File: config.mk
export PLATFORM = sky130hd
export DESIGN_NAME = ps_seq_core
export DESIGN_NICKNAME = d
export VERILOG_FILES = /design/src/rtl/ps_pkg.sv /design/src/rtl/ps_pc_stack.sv /design/src/rtl/ps_seq_core.sv
export SDC_FILE = /design/constraint.sdc
export NUM_CORES = 1
export LEC_CHECK = 0
export BUFFER_PORTS_ARGS = -buffer_cell sky130_fd_sc_hd__buf_2
export CAP_MARGIN = 25
export CORE_MARGIN = 1
export CORE_UTILIZATION = 50
export CTS_BUF_LIST = sky130_fd_sc_hd__clkbuf_8
export DETAILED_ROUTE_END_ITERATION = 8
export HOLD_SLACK_MARGIN = 0.12
export PLACE_DENSITY = 0.73
export SKIP_LAST_GASP = 1
export SYNTH_ARGS = -nofsm -noshare
export SYNTH_HDL_FRONTEND = slang
export SYNTH_SLANG_ARGS = --single-unit
File: constraint.sdc
create_clock -name clk -period 9.1 [get_ports clk]
set_clock_uncertainty 0.1 [all_clocks]
set_input_delay 2.73 -clock clk [delete_from_list [all_inputs] [get_ports clk]]
set_output_delay 2.73 -clock clk [all_outputs]
set_load 0.01 [all_outputs]
File: src/rtl/ps_pkg.sv
// Shared definitions for the program sequencer: sticky-bit indices and the
// run/idle state encoding.
package ps_pkg;

  localparam int STKY_EMPTY = 0;
  localparam int STKY_FULL  = 1;
  localparam int STKY_OVF   = 2;
  localparam int STKY_UNF   = 3;

  typedef enum logic {
    PS_RUN  = 1'b0,
    PS_IDLE = 1'b1
  } ps_state_t;

endpackage

File: src/rtl/ps_pc_stack.sv
// PC stack with entry count and sticky empty/full/overflow/underflow status.
// A push on a full stack or a pop on an empty one leaves the pointer alone.
module ps_pc_stack
  import ps_pkg::*;
#(
  parameter int AW        = 16,
  parameter int STK_DEPTH = 4
) (
  input  logic                         clk,
  input  logic                         rst,
  input  logic                         push,
  input  logic                         pop,
  input  logic [AW-1:0]                push_dt,
  input  logic                         wr,
  input  logic [AW-1:0]                wr_dt,
  input  logic                         stky_clr,
  output logic [AW-1:0]                top,
  output logic [$clog2(STK_DEPTH):0]   count,
  output logic [3:0]                   stky
);

  localparam int IW = $clog2(STK_DEPTH);
  localparam logic [IW:0] ONE_C  = 1;
  localparam logic [IW:0] FULL_C = STK_DEPTH[IW:0];

  logic [AW-1:0] mem [STK_DEPTH];
  logic [IW:0]   cnt;
  logic [IW:0]   cnt_m1;
  logic          ovf;
  logic          unf;
  logic          empty;
  logic          full;
  logic          do_push;
  logic          do_pop;

  // Simultaneous push and pop cancel out.
  assign do_push = push & ~pop;
  assign do_pop  = pop & ~push;
  assign empty   = (cnt == '0);
  assign full    = (cnt == FULL_C);
  assign cnt_m1  = cnt - ONE_C;

  always_ff @(posedge clk or negedge rst) begin
    if (!rst) begin
      cnt <= '0;
      ovf <= 1'b0;
      unf <= 1'b0;
    end else begin
      if (do_push && !full)
        cnt <= cnt + ONE_C;
      else if (do_pop && !empty)
        cnt <= cnt_m1;
      if (do_push && full)
        ovf <= 1'b1;
      else if (stky_clr)
        ovf <= 1'b0;
      if (do_pop && empty)
        unf <= 1'b1;
      else if (stky_clr)
        unf <= 1'b0;
    end
  end

  // Entry storage has no reset; only the count defines which entries are live.
  always_ff @(posedge clk) begin
    if (do_push && !full)
      mem[cnt[IW-1:0]] <= push_dt;
    if (wr && !pop && !empty)
      mem[cnt_m1[IW-1:0]] <= wr_dt;
  end

  assign top   = empty ? '0 : mem[cnt_m1[IW-1:0]];
  assign count = cnt;

  always_comb begin
    stky             = 4'b0000;
    stky[STKY_EMPTY] = empty;
    stky[STKY_FULL]  = full;
    stky[STKY_OVF]   = ovf;
    stky[STKY_UNF]   = unf;
  end

endmodule

File: src/rtl/ps_seq_core.sv
// Program sequencer core: fetch/decode/execute address pipeline, flow-control
// priority (ret > call > jmp > sequential), PC stack and run/idle control.
module ps_seq_core
  import ps_pkg::*;
#(
  parameter int            AW        = 16,
  parameter int            STK_DEPTH = 4,
  parameter logic [AW-1:0] RST_VEC   = '0
) (
  input  logic                        clk,
  input  logic                        rst,
  input  logic                        jmp_en,
  input  logic                        call_en,
  input  logic                        ret_en,
  input  logic [AW-1:0]               jmp_addr,
  input  logic                        psh_en,
  input  logic                        pop_en,
  input  logic                        stk_wr_en,
  input  logic [AW-1:0]               stk_wr_dt,
  input  logic                        idle_en,
  input  logic                        wake,
  input  logic                        stky_clr,
  output logic [AW-1:0]               pm_add,
  output logic                        pm_cslt,
  output logic [AW-1:0]               daddr,
  output logic [AW-1:0]               pc,
  output logic                        dcd_vld,
  output logic                        exe_vld,
  output logic [AW-1:0]               stk_top,
  output logic [$clog2(STK_DEPTH):0]  stk_ptr,
  output logic [3:0]                  stky
);

  localparam logic [AW-1:0] A_ONE = 1;

  ps_state_t     state;
  logic [AW-1:0] faddr;
  logic          warm;
  logic          act;
  logic          do_ret;
  logic          do_call;
  logic          do_jmp;
  logic          flush;
  logic          do_idle;
  logic          s_push;
  logic          s_pop;
  logic [AW-1:0] pc_inc;
  logic [AW-1:0] target;

  // Execute-stage inputs only count for a valid instruction while running.
  assign act     = exe_vld & (state == PS_RUN);
  assign do_ret  = act & ret_en;
  assign do_call = act & call_en & ~ret_en;
  assign do_jmp  = act & jmp_en & ~ret_en & ~call_en;
  assign flush   = do_ret | do_call | do_jmp;
  assign do_idle = act & idle_en & ~flush;
  assign s_push  = do_call | (act & ~ret_en & ~call_en & psh_en & ~pop_en);
  assign s_pop   = do_ret  | (act & ~ret_en & ~call_en & pop_en & ~psh_en);
  assign pc_inc  = pc + A_ONE;
  assign target  = do_ret ? stk_top : jmp_addr;
  assign pm_add  = faddr;

  ps_pc_stack #(
    .AW        (AW),
    .STK_DEPTH (STK_DEPTH)
  ) u_stack (
    .clk      (clk),
    .rst      (rst),
    .push     (s_push),
    .pop      (s_pop),
    .push_dt  (pc_inc),
    .wr       (act & stk_wr_en),
    .wr_dt    (stk_wr_dt),
    .stky_clr (stky_clr),
    .top      (stk_top),
    .count    (stk_ptr),
    .stky     (stky)
  );

  // warm marks the first cycle after wake: the chip select has just come back,
  // so that cycle's fetch is discarded and faddr is held for one more cycle.
  always_ff @(posedge clk or negedge rst) begin
    if (!rst) begin
      state   <= PS_RUN;
      faddr   <= RST_VEC;
      daddr   <= RST_VEC;
      pc      <= RST_VEC;
      pm_cslt <= 1'b1;
      dcd_vld <= 1'b0;
      exe_vld <= 1'b0;
      warm    <= 1'b0;
    end else begin
      case (state)
        PS_RUN: begin
          daddr <= faddr;
          pc    <= daddr;
          if (warm) begin
            warm    <= 1'b0;
            dcd_vld <= 1'b0;
            exe_vld <= 1'b0;
          end else if (flush) begin
            faddr   <= target;
            dcd_vld <= 1'b0;
            exe_vld <= 1'b0;
          end else if (do_idle) begin
            faddr   <= pc_inc;
            pm_cslt <= 1'b0;
            dcd_vld <= 1'b0;
            exe_vld <= 1'b0;
            state   <= PS_IDLE;
          end else begin
            faddr   <= faddr + A_ONE;
            dcd_vld <= 1'b1;
            exe_vld <= dcd_vld;
          end
        end
        PS_IDLE: begin
          if (wake) begin
            pm_cslt <= 1'b1;
            warm    <= 1'b1;
            state   <= PS_RUN;
          end
        end
        default: state <= PS_RUN;
      endcase
    end
  end

endmodule

==> impl_metrics.csv, run 1 <==
group,metric,value,unit
logic_synthesis,ys_seq_area_share,51.4,%
timing,rsz0062_at_grt,"no",
setup_path,required,6.27,ns
clock_tree,cts-buffers-inserted,17,
logic_synthesis,synth_nets,569,
floorplan,num_rows,41,
logic_synthesis,synth_area_leader_cell,"edfxtp_1",
setup_path,critical-path-top-delay-family,"adder cells",
logic_synthesis,syn_inst,515,
cells_and_area,seq_area,3370,µm²
logic_synthesis,synth_top_cell_area_share,29.3,%
cells_and_area,multi_input_area,3000,µm²
logic_synthesis,ys_ff_latch,122,
timing,relSlewSlack,41.2,%
floorplan,dieArea,13600,µm²
floorplan,fp.coreArea,12700,µm²
clock_tree,cts_tree,"built",
setup_path,path_class,"reg2out",
placement,dp_hpwl,12200,µm
timing,fin_hold_ws,0.424,ns
timing,fin_tns_setup,0,ns
logic_synthesis,synth_most_common_cell,"mux2_2",
drt,vias,4892,
logic_synthesis,netlist_area,6560,µm²
clock_tree,clock_sinks,122,
setup_path,cpPeakStageDelay,0.87,ns
timing,drv_slew,0,
timing,worst_pin_slew,0.879,ns
logic_synthesis,synth_edf_count,64,
setup_path,worstPathMaxFanout,18,
placement,place_congestion,0.934,
drt,drc,0,
timing,fmax,180,MHz
clock_tree,ctsHtreeMaxLevel,4,
cells_and_area,antennaDiodeCount,0,
drt,routed_wl,17200,µm
floorplan,ioPinCount,117,
clock_tree,cts_setup_buffers,0,
clock_tree,clock-root-buffer,"clkbuf_8",
setup_path,crit_chain,"inv_1 -> ha_1 -> mux4_2 -> and2_1 -> buf_2",
clock_tree,hold_buffers,0,
global_route,overflow,0,
logic_synthesis,syn_avg_cell_area,12.7,µm²
clock_tree,clock_path_buffers,2,
drt,drt_iter0_markers,427,
timing,finalSetupViolCount,0,
cells_and_area,drive_above_1_share,42.1,%
clock_tree,clkLatencyLatePin,0.45,ns
global_route,first_global_vias,4809,
outcome,status,"finished, final reports clean",
clock_tree,clk_pin_slew,0.07,ns
cells_and_area,final_nets,680,
cells_and_area,fill_cells,1112,
cells_and_area,syn_to_final_growth,15.9,%
global_route,grt_pass1_wl,26300,µm
global_route,grt_usage,27.0,%
pwr,ir_worst_vdd,0.000200,V
pwr,power_density,371,nW/µm²
global_route,grt_max_degree,59,
floorplan,die_w,117,µm
placement,place_area,7250,µm²
setup_path,arrival,2.73,ns
clock_tree,ctsResizeCount,0,
setup_path,worstSetupStartpointType,"register",
drt,wl_per_cell,21.2,µm
logic_synthesis,synth_commonest_cells,"mux2_2 (95), edfxtp_1 (64), dfrtp_1 (57)",
hold_path,hold_path.class,"reg2reg",
setup_path,critPathCaptureType,"output port",
timing,hold_violations,0,
flow_run,maxCapViolCount,0,
logic_synthesis,yosysUniqueCellTypes,54,
setup_path,path_buf_inv,2,
logic_synthesis,synth_area_leaders,"edfxtp_1 (29%), dfrtp_1 (22%), mux2_2 (16%)",
global_route,antenna_found_initial,0,
floorplan,start_util,51.6,%
pwr,p_leak,0.00308,µW
drt,drtPass1Iterations,5,
cells_and_area,design_area,7600,µm²
floorplan,die_y,117,µm
drt,vias_per_cell,6.03,
logic_synthesis,ys.flop_type,"edfxtp_1",
timing,period_share,61.1,%
logic_synthesis,yosysWarnings,0,
setup_path,cpMaxStageDelayCell,"ha_1",
logic_synthesis,async_reset_ff_share,47.5,%
drt,ant_nets,0,
timing,min_period,5.56,ns
placement,numPortBuffers,116,
==> stage by stage <==
step                      instances  setup slack [ns]  power (µW)  util (%)
final                           811              3.54        2820      59.8
after global routing            811              3.42        2980      59.8
after floorplan                 515              3.82        1880         -
after global placement          779              3.98        2330      57.0
after detailed placement        779              3.86        2380      57.0
after CTS                       811              3.50        2830      59.8
==> layout by cell type, fill, tap and decap left out, types with 5 or more instances in the layout <==
cell type | netlist | final
buf_2 | 8 | 116
mux2_2 | 95 | 95
edfxtp_1 | 64 | 64
dfrtp_1 | 57 | 57
nor2_1 | 27 | 27
nand2_1 | 26 | 26
inv_1 | 13 | 18
and2_1 | 18 | 18
nand3_1 | 17 | 17
clkbuf_8 | 0 | 17
mux4_2 | 16 | 16
nor3_1 | 14 | 14
a21oi_1 | 11 | 11
o21ai_0 | 11 | 11
ha_1 | 11 | 11
xor2_1 | 10 | 10
nand4_1 | 9 | 9
o221ai_1 | 9 | 9
xnor2_1 | 7 | 7
and3_1 | 6 | 6
clkinv_2 | 0 | 6
nand3_2 | 5 | 5
nor4_1 | 5 | 5
==> cell type report <==
type / count / area share [%]
sequential: 122 / 44.4
timing repair buffer: 120 / 8.03
clock buffer: 17 / 3.08
clock inverter: 15 / 1.58
inverter: 13 / 0.642
tap: 172 / 2.83
multi-input combinational: 352 / 39.5
==> kinds of logic (layout without fill, tap and decap cells) <==
| family | after synthesis | count (layout) | share of synthesized area, % |
|---|---|---|---|
| adders and majority gates | 11 | 11 | 2.10 |
| muxes | 113 | 113 | 22.1 |
| xor gates and xnor gates | 17 | 17 | 2.27 |
| DFF | 122 | 122 | 51.4 |
| AOI/OAI and AO/OA | 70 | 70 | 7.70 |
| buffers and inverters | 41 | 165 | 2.86 |
| and+or+nand+nor | 141 | 141 | 11.5 |
==> power breakdown <==
group / internal (µW) / switching, µW
registers: 827 / 192
logic: 628 / 730
clock network: 233 / 212
==> final timing paths <==
kind | cells past startpoint | endpoint | slack [ns] | start
setup / recovery | 5 | stk_top[15] | 3.54 | u_stack.count[1]$_DFFE_PN0P_
min in group asynchronous | 2 | pm_add[12]$_DFFE_PN0P_ | 2.33 | rst
hold / removal | 1 | pc[7]$_DFFE_PN0N_ | 0.42 | daddr[7]$_DFFE_PN0N_
hold reg to reg | 1 | pc[7]$_DFFE_PN0N_ | 0.42 | daddr[7]$_DFFE_PN0N_
max in group asynchronous | 2 | u_stack.count[2]$_DFFE_PN0P_ | 6.08 | rst
setup reg to reg | 7 | u_stack.mem[2][5]$_DFFE_PP_ | 5.38 | u_stack.count[1]$_DFFE_PN0P_
==> worst register-to-register path, delay by kind of cell, from the launching register on <==
family | cells | cell delay (ns)
adders and majority gates | 2 | 0.52
buffers and inverters | 2 | 0.54
DFF | 1 | 0.46
and+or+nand+nor | 3 | 1.74
==> routing by layer <==
metal / GRT usage, % / wire length (µm) / part of all wire, % / vias up
met5: 0 / 0 / 0 / -
met4: 11.4 / 446 / 2.6 / 0
met3: 5.71 / 1100 / 6.4 / 38
met2: 43.6 / 8380 / 49 / 216
met1: 35.5 / 7290 / 42 / 2451
li1: - / - / - / 2187
==> sequential cells by signal, summed over array words and instances, names as in the netlist, 3 cells and up <==
| register | count |
|---|---|
| u_stack.mem | 64 |
| daddr | 16 |
| pc | 16 |
| pm_add | 16 |
| u_stack.count | 3 |
No activity file was read; power rests on OpenSTA's default activity.
==> inputs of run 2 (changes only) <==
- ABC_AREA: not set -> 1
- PLACE_DENSITY: 0.73 -> 0.72
- clock period: 9.1 -> 5.7 ns (I/O delays scaled with it)
==> run 2 against run 1 <==
Worst hold slack worse by 0.038 ns. First-iteration DRC count is 58% higher. Total power rose by 65%. Via count is 31% higher. Clock power is 83% higher. Wire length up 16%. Cell area up 3.6%. Non-clock buffer count increased by 1. Global-route usage increased by 2.6 points. Critical path depth is 3 higher. Utilization down 0.73 points. Combinational power is 67% higher. Largest cell class unchanged.
==> impl_metrics.csv, run 2 <==
group,metric,value,unit
timing,relSlewSlack,44.3,%
global_route,overflow,0,
logic_synthesis,ys.flop_type,"edfxtp_1",
timing,period_share,81.4,%
logic_synthesis,ys_seq_area_share,49.0,%
clock_tree,clk_pin_slew,0.07,ns
timing,drv_slew,0,
hold_path,hp-start,"pm_cslt$_DFFE_PN1P_",
hold_path,hold_path.class,"reg2reg",
timing,hold_violations,0,
cells_and_area,final_nets,1052,
logic_synthesis,ys_ff_latch,122,
timing,fin_tns_setup,0,ns
global_route,grt_pass1_wl,31700,µm
timing,fmax,216,MHz
floorplan,num_rows,42,
clock_tree,cts-buffers-inserted,17,
global_route,antenna_found_initial,0,
drt,vias_per_cell,5.39,
clock_tree,hold_buffers,0,
logic_synthesis,synth_top_cell_area_share,27.9,%
logic_synthesis,syn_inst,901,
flow_run,maxCapViolCount,0,
logic_synthesis,syn_avg_cell_area,7.64,µm²
outcome,status,"finished, final reports clean",
setup_path,r2r-start,"u_stack.count[0]$_DFFE_PN0P_",
floorplan,ioPinCount,117,
setup_path,rrSetupSlack,2.00,ns
drt,drt_iter0_markers,676,
logic_synthesis,yosysWarnings,0,
logic_synthesis,synth_edf_count,64,
drt,top_layer,"met4",
global_route,first_global_vias,5938,
drt,drtPass1Iterations,5,
cells_and_area,final_common_cell,"nand2_1",
setup_path,required,3.89,ns
cells_and_area,stdcell_count,1187,
floorplan,die_y,119,µm
logic_synthesis,yosysUniqueCellTypes,28,
pwr,ir_worst_vdd,0.000292,V
floorplan,die_w,119,µm
drt,drc,0,
cells_and_area,finish.utilization,59.0,%
clock_tree,clock-root-buffer,"clkbuf_8",
drt,ant_nets,0,
global_route,grt_max_degree,38,
drt,vias,6393,
pwr,power_density,591,nW/µm²
floorplan,dieArea,14200,µm²
drt,routed_wl,20000,µm
timing,rsz0062_at_grt,"no",
placement,place_congestion,0.962,
floorplan,fp.coreArea,13300,µm²
clock_tree,clkLatencyLatePin,0.45,ns
setup_path,worstSetupStartpointType,"register",
drt,wl_per_cell,16.8,µm
logic_synthesis,synth_area_leaders,"edfxtp_1 (28%), dfrtp_1 (21%), nand2_1 (16%)",
clock_tree,clock_sinks,122,
logic_synthesis,synth_nets,955,
floorplan,start_util,51.6,%
clock_tree,cts_setup_buffers,0,
logic_synthesis,netlist_area,6880,µm²
placement,numPortBuffers,116,
setup_path,arrival,2.83,ns
clock_tree,cts_tree,"built",
logic_synthesis,async_reset_ff_share,47.5,%
logic_synthesis,synth_most_common_cell,"nand2_1",
pwr,totalPowerFinal,4650,µW
timing,finalSetupViolCount,0,
drt,met3_length,1480,µm
timing,worst_pin_slew,0.834,ns
pwr,p_leak,0.00384,µW
drt,drt-met1-wl,8580,µm
global_route,grt_usage,29.6,%
timing,worst_slack,1.06,ns
timing,min_period,4.64,ns
cells_and_area,largest_reg_flops,64,
setup_path,worstSetupStartpoint,"u_stack.count[0]$_DFFE_PN0P_",
setup_path,critPathCaptureType,"output port",
cells_and_area,syn_to_final_growth,14.5,%
cells_and_area,final_cell_mix,"nand2_1 (298), buf_2 (116), o21ai_0 (111)",
placement,placed_cells,1155,
clock_tree,ctsResizeCount,0,
placement,place_ws,1.55,ns
logic_synthesis,synth_area_leader_cell,"edfxtp_1",
setup_path,worstPathMaxFanout,36,
clock_tree,ctsHtreeMaxLevel,4,
clock_tree,clock_path_buffers,2,
cells_and_area,antennaDiodeCount,0,
logic_synthesis,synth_commonest_cells,"nand2_1 (298), o21ai_0 (111), nor2_1 (98)",
cells_and_area,drive_above_1_share,16.7,%
placement,dp_hpwl,14400,µm
drt,wl_met2,9470,µm
setup_path,path_class,"reg2out",
## run 2: cell count changes in the layout (fill, tap and decap cells not counted), sizes merged, moves of 6 or more
cell    change
o221ai      -9
nand2     +274
mux4       -16
inv        +76
o21ai     +127
a21oi      +18
and2       -15
and3        -6
nand3      +13
nor2       +76
mux2       -95
nor3       -12
## run 2: routing by layer
metal / GRT usage, % / up-vias
li1: - / 3088
met1: 40.3 / 2987
met4: 11.2 / 0
met3: 5.17 / 32
met5: 0 / -
met2: 47.2 / 286
## run 2: kinds of logic after synthesis
| family | Yosys count | share of synthesized area (%) |
|---|---|---|
| XOR/XNOR | 14 | 1.78 |
| AND/OR/NAND/NOR | 448 | 25.9 |
| adder cells (fa/ha/maj) | 11 | 2.00 |
| AO/OA/AOI/OAI | 173 | 12.7 |
| buffers and inverters | 133 | 8.56 |
| flip-flops | 122 | 49.0 |
## run 2: report_power, final
| group | internal, µW | switching (µW) |
|---|---|---|
| clock | 475 | 343 |
| combinational | 748 | 1520 |
| sequential | 1310 | 260 |
| total | 2530 | 2120 |
## run 2: critical path, cell delays in order (launching register included)
cell	delay [ns]
dfrtp_1	0.39
inv_2	0.44
ha_1	0.46
inv_2	0.40
o21ai_0	0.16
o21ai_0	0.19
nand2_1	0.13
inv_1	0.08
buf_2	0.12
## run 2: through the flow
step / area (µm²) / hold slack [ns]
after floorplan: 6880 / 0.392
after global placement: 7470 / 0.373
after detailed placement: 7470 / 0.378
after CTS: 7880 / 0.390
after global routing: 7880 / 0.428
final: 7880 / 0.386
## run 2: area by class of cell
class | count | area, µm²
inverters | 90 | 338
clock buffers | 18 | 248
repair buffers | 121 | 618
well taps | 176 | 220
multi-input cells | 646 | 2920
flip-flops and latches | 122 | 3370
clock inverters | 14 | 163
fillers | 1256 | 5470
## run 2: path summary, 6_finish.rpt
check | to | cells past startpoint
max | stk_top[14] | 8
max in group asynchronous | pm_cslt$_DFFE_PN1P_ | 2
min reg2reg | pm_cslt$_DFFE_PN1P_ | 2
min in group asynchronous | u_stack.count[1]$_DFFE_PN0P_ | 1
min | pm_cslt$_DFFE_PN1P_ | 2
max reg2reg | u_stack.mem[0][11]$_DFFE_PP_ | 8
==> inputs of run 3 (changes only) <==
- PLACE_DENSITY: 0.72 -> 0.75
- clock period: 5.7 -> 3.95 ns (I/O delays scaled with it)
==> run 3 against run 2 <==
Final cell count increased by 0.67%. Register-to-register slack got worse by 1.3 ns. Global-route usage decreased by 0.32 points. Wire length decreased by 0.84%. Clock power increased by 59%. Sequential share of layout area decreased by 0.60 points. Critical path type unchanged.
==> impl_metrics.csv, run 3 (same netlist as run 2, synthesis figures left out) <==
group,metric,value,unit
outcome,status,"finished, final reports clean",
flow_run,maxCapViolCount,0,
cells_and_area,design_area,7990,µm²
drt,routed_wl,19800,µm
drt,vias_per_cell,5.37,
clock_tree,cts-buffers-inserted,17,
cells_and_area,antennaDiodeCount,0,
cells_and_area,largest_reg_flops,64,
timing,relSlewSlack,40.5,%
floorplan,num_rows,42,
setup_path,required,2.66,ns
setup_path,worstSetupStartpointType,"register",
timing,finalSetupViolCount,0,
timing,fin_tns_setup,0,ns
drt,vias,6421,
global_route,grt_max_degree,38,
cells_and_area,final_cell_mix,"nand2_1 (298), buf_2 (116), o21ai_0 (111)",
timing,fmax,266,MHz
global_route,overflow,0,
setup_path,path_class,"reg2out",
timing,hold_violations,0,
global_route,grt_pass1_wl,31500,µm
clock_tree,hold_buffers,0,
clock_tree,clock-root-buffer,"clkbuf_8",
placement,place_congestion,0.908,
pwr,power_density,863,nW/µm²
setup_path,arrival,2.47,ns
setup_path,worstPathMaxFanout,11,
clock_tree,clock_path_buffers,2,
cells_and_area,syn_to_final_growth,16.1,%
drt,drc,0,
clock_tree,ctsResizeCount,0,
clock_tree,clkLatencyLatePin,0.45,ns
floorplan,die_y,119,µm
timing,period_share,95.1,%
cells_and_area,final_common_cell,"nand2_1",
clock_tree,clk_pin_slew,0.07,ns
cells_and_area,final_nets,1060,
placement,place_area,7530,µm²
drt,drtPass1Iterations,7,
global_route,grt_usage,29.3,%
placement,placed_cells,1163,
hold_path,hold_path.class,"reg2reg",
pwr,ir_worst_vdd,0.000403,V
timing,rsz0062_at_grt,"no",
floorplan,die_w,119,µm
cells_and_area,stdcell_count,1195,
floorplan,ioPinCount,117,
hold_path,hold_depth,2,
setup_path,reg2reg_depth,8,
drt,ant_nets,0,
timing,drv_slew,0,
placement,numPortBuffers,116,
placement,dp_hpwl,14500,µm
drt,drt_iter0_markers,625,
clock_tree,ctsHtreeMaxLevel,4,
global_route,first_global_vias,6048,
floorplan,fp.coreArea,13300,µm²
drt,wl_per_cell,16.6,µm
floorplan,start_util,51.6,%
floorplan,dieArea,14200,µm²
setup_path,critPathCaptureType,"output port",
clock_tree,clock_sinks,122,
cells_and_area,drive_above_1_share,17.7,%
timing,min_period,3.76,ns
clock_tree,cts_tree,"built",
timing,worst_pin_slew,0.890,ns
clock_tree,cts_setup_buffers,0,
pwr,p_leak,0.00388,µW
global_route,antenna_found_initial,0,
## run 3: cell types whose count changed in the layout (fill, tap and decap cells not counted), sizes merged
cell	change
buf	+8
bufinv	+1
clkbuf	+1
clkinv	-1
clkinvlp	+1
inv	-2
## run 3: layer usage
metal	vias up	wire length [µm]	global-route usage, %
li1	3105	-	-
met1	2973	8340	39.6
met2	305	9180	46.3
met3	38	1800	5.89
met4	0	489	11.4
met5	-	0	0
## run 3: final timing paths
| kind | startpoint | to | slack (ns) |
|---|---|---|---|
| max in group asynchronous | rst | daddr[3]$_DFFE_PN0N_ | 2.32 |
| min in group asynchronous | rst | daddr[8]$_DFFE_PN0N_ | 0.72 |
| hold reg to reg | daddr[1]$_DFFE_PN0N_ | pc[1]$_DFFE_PN0N_ | 0.40 |
| setup / recovery | u_stack.count[1]$_DFFE_PN0P_ | stk_top[3] | 0.19 |
| hold / removal | daddr[1]$_DFFE_PN0N_ | pc[1]$_DFFE_PN0N_ | 0.40 |
| setup reg to reg | u_stack.count[1]$_DFFE_PN0P_ | u_stack.mem[1][5]$_DFFE_PP_ | 0.74 |
## run 3: power by group
part / total, µW / switching [µW] / internal, µW
logic: 3330 / 2220 / 1110
registers: 2260 / 376 / 1890
clock network: 1300 / 523 / 780
## run 3: final cells by class
type                            instances  area, µm²
Clock buffer                           19        262
Fill cell                            1235       5360
Timing Repair Buffer                  129        678
Tap cell                              176        220
Sequential cell                       122       3370
Multi-Input combinational cell        646       2920
Inverter                               90        338
Clock inverter                         13        200
## run 3: per-stage QoR
step / util, % / setup WS [ns] / hold WS, ns / total power [µW]
after floorplan: - / 0.723 / 0.392 / 4320
after global placement: 56.4 / 0.510 / 0.375 / 5490
after detailed placement: 56.4 / 0.489 / 0.381 / 5570
after CTS: 59.9 / 0.228 / 0.399 / 6870
after global routing: 59.9 / 0.0386 / 0.414 / 7410
final: 59.9 / 0.192 / 0.399 / 6900
## run 3: worst max-delay path: stages, from the launching register on
cell and delay, ns:
dfrtp_1 0.44, inv_1 0.14, ha_1 0.22, ha_1 0.45, inv_1 0.36, nand2_1 0.16, inv_1 0.09, buf_2 0.15
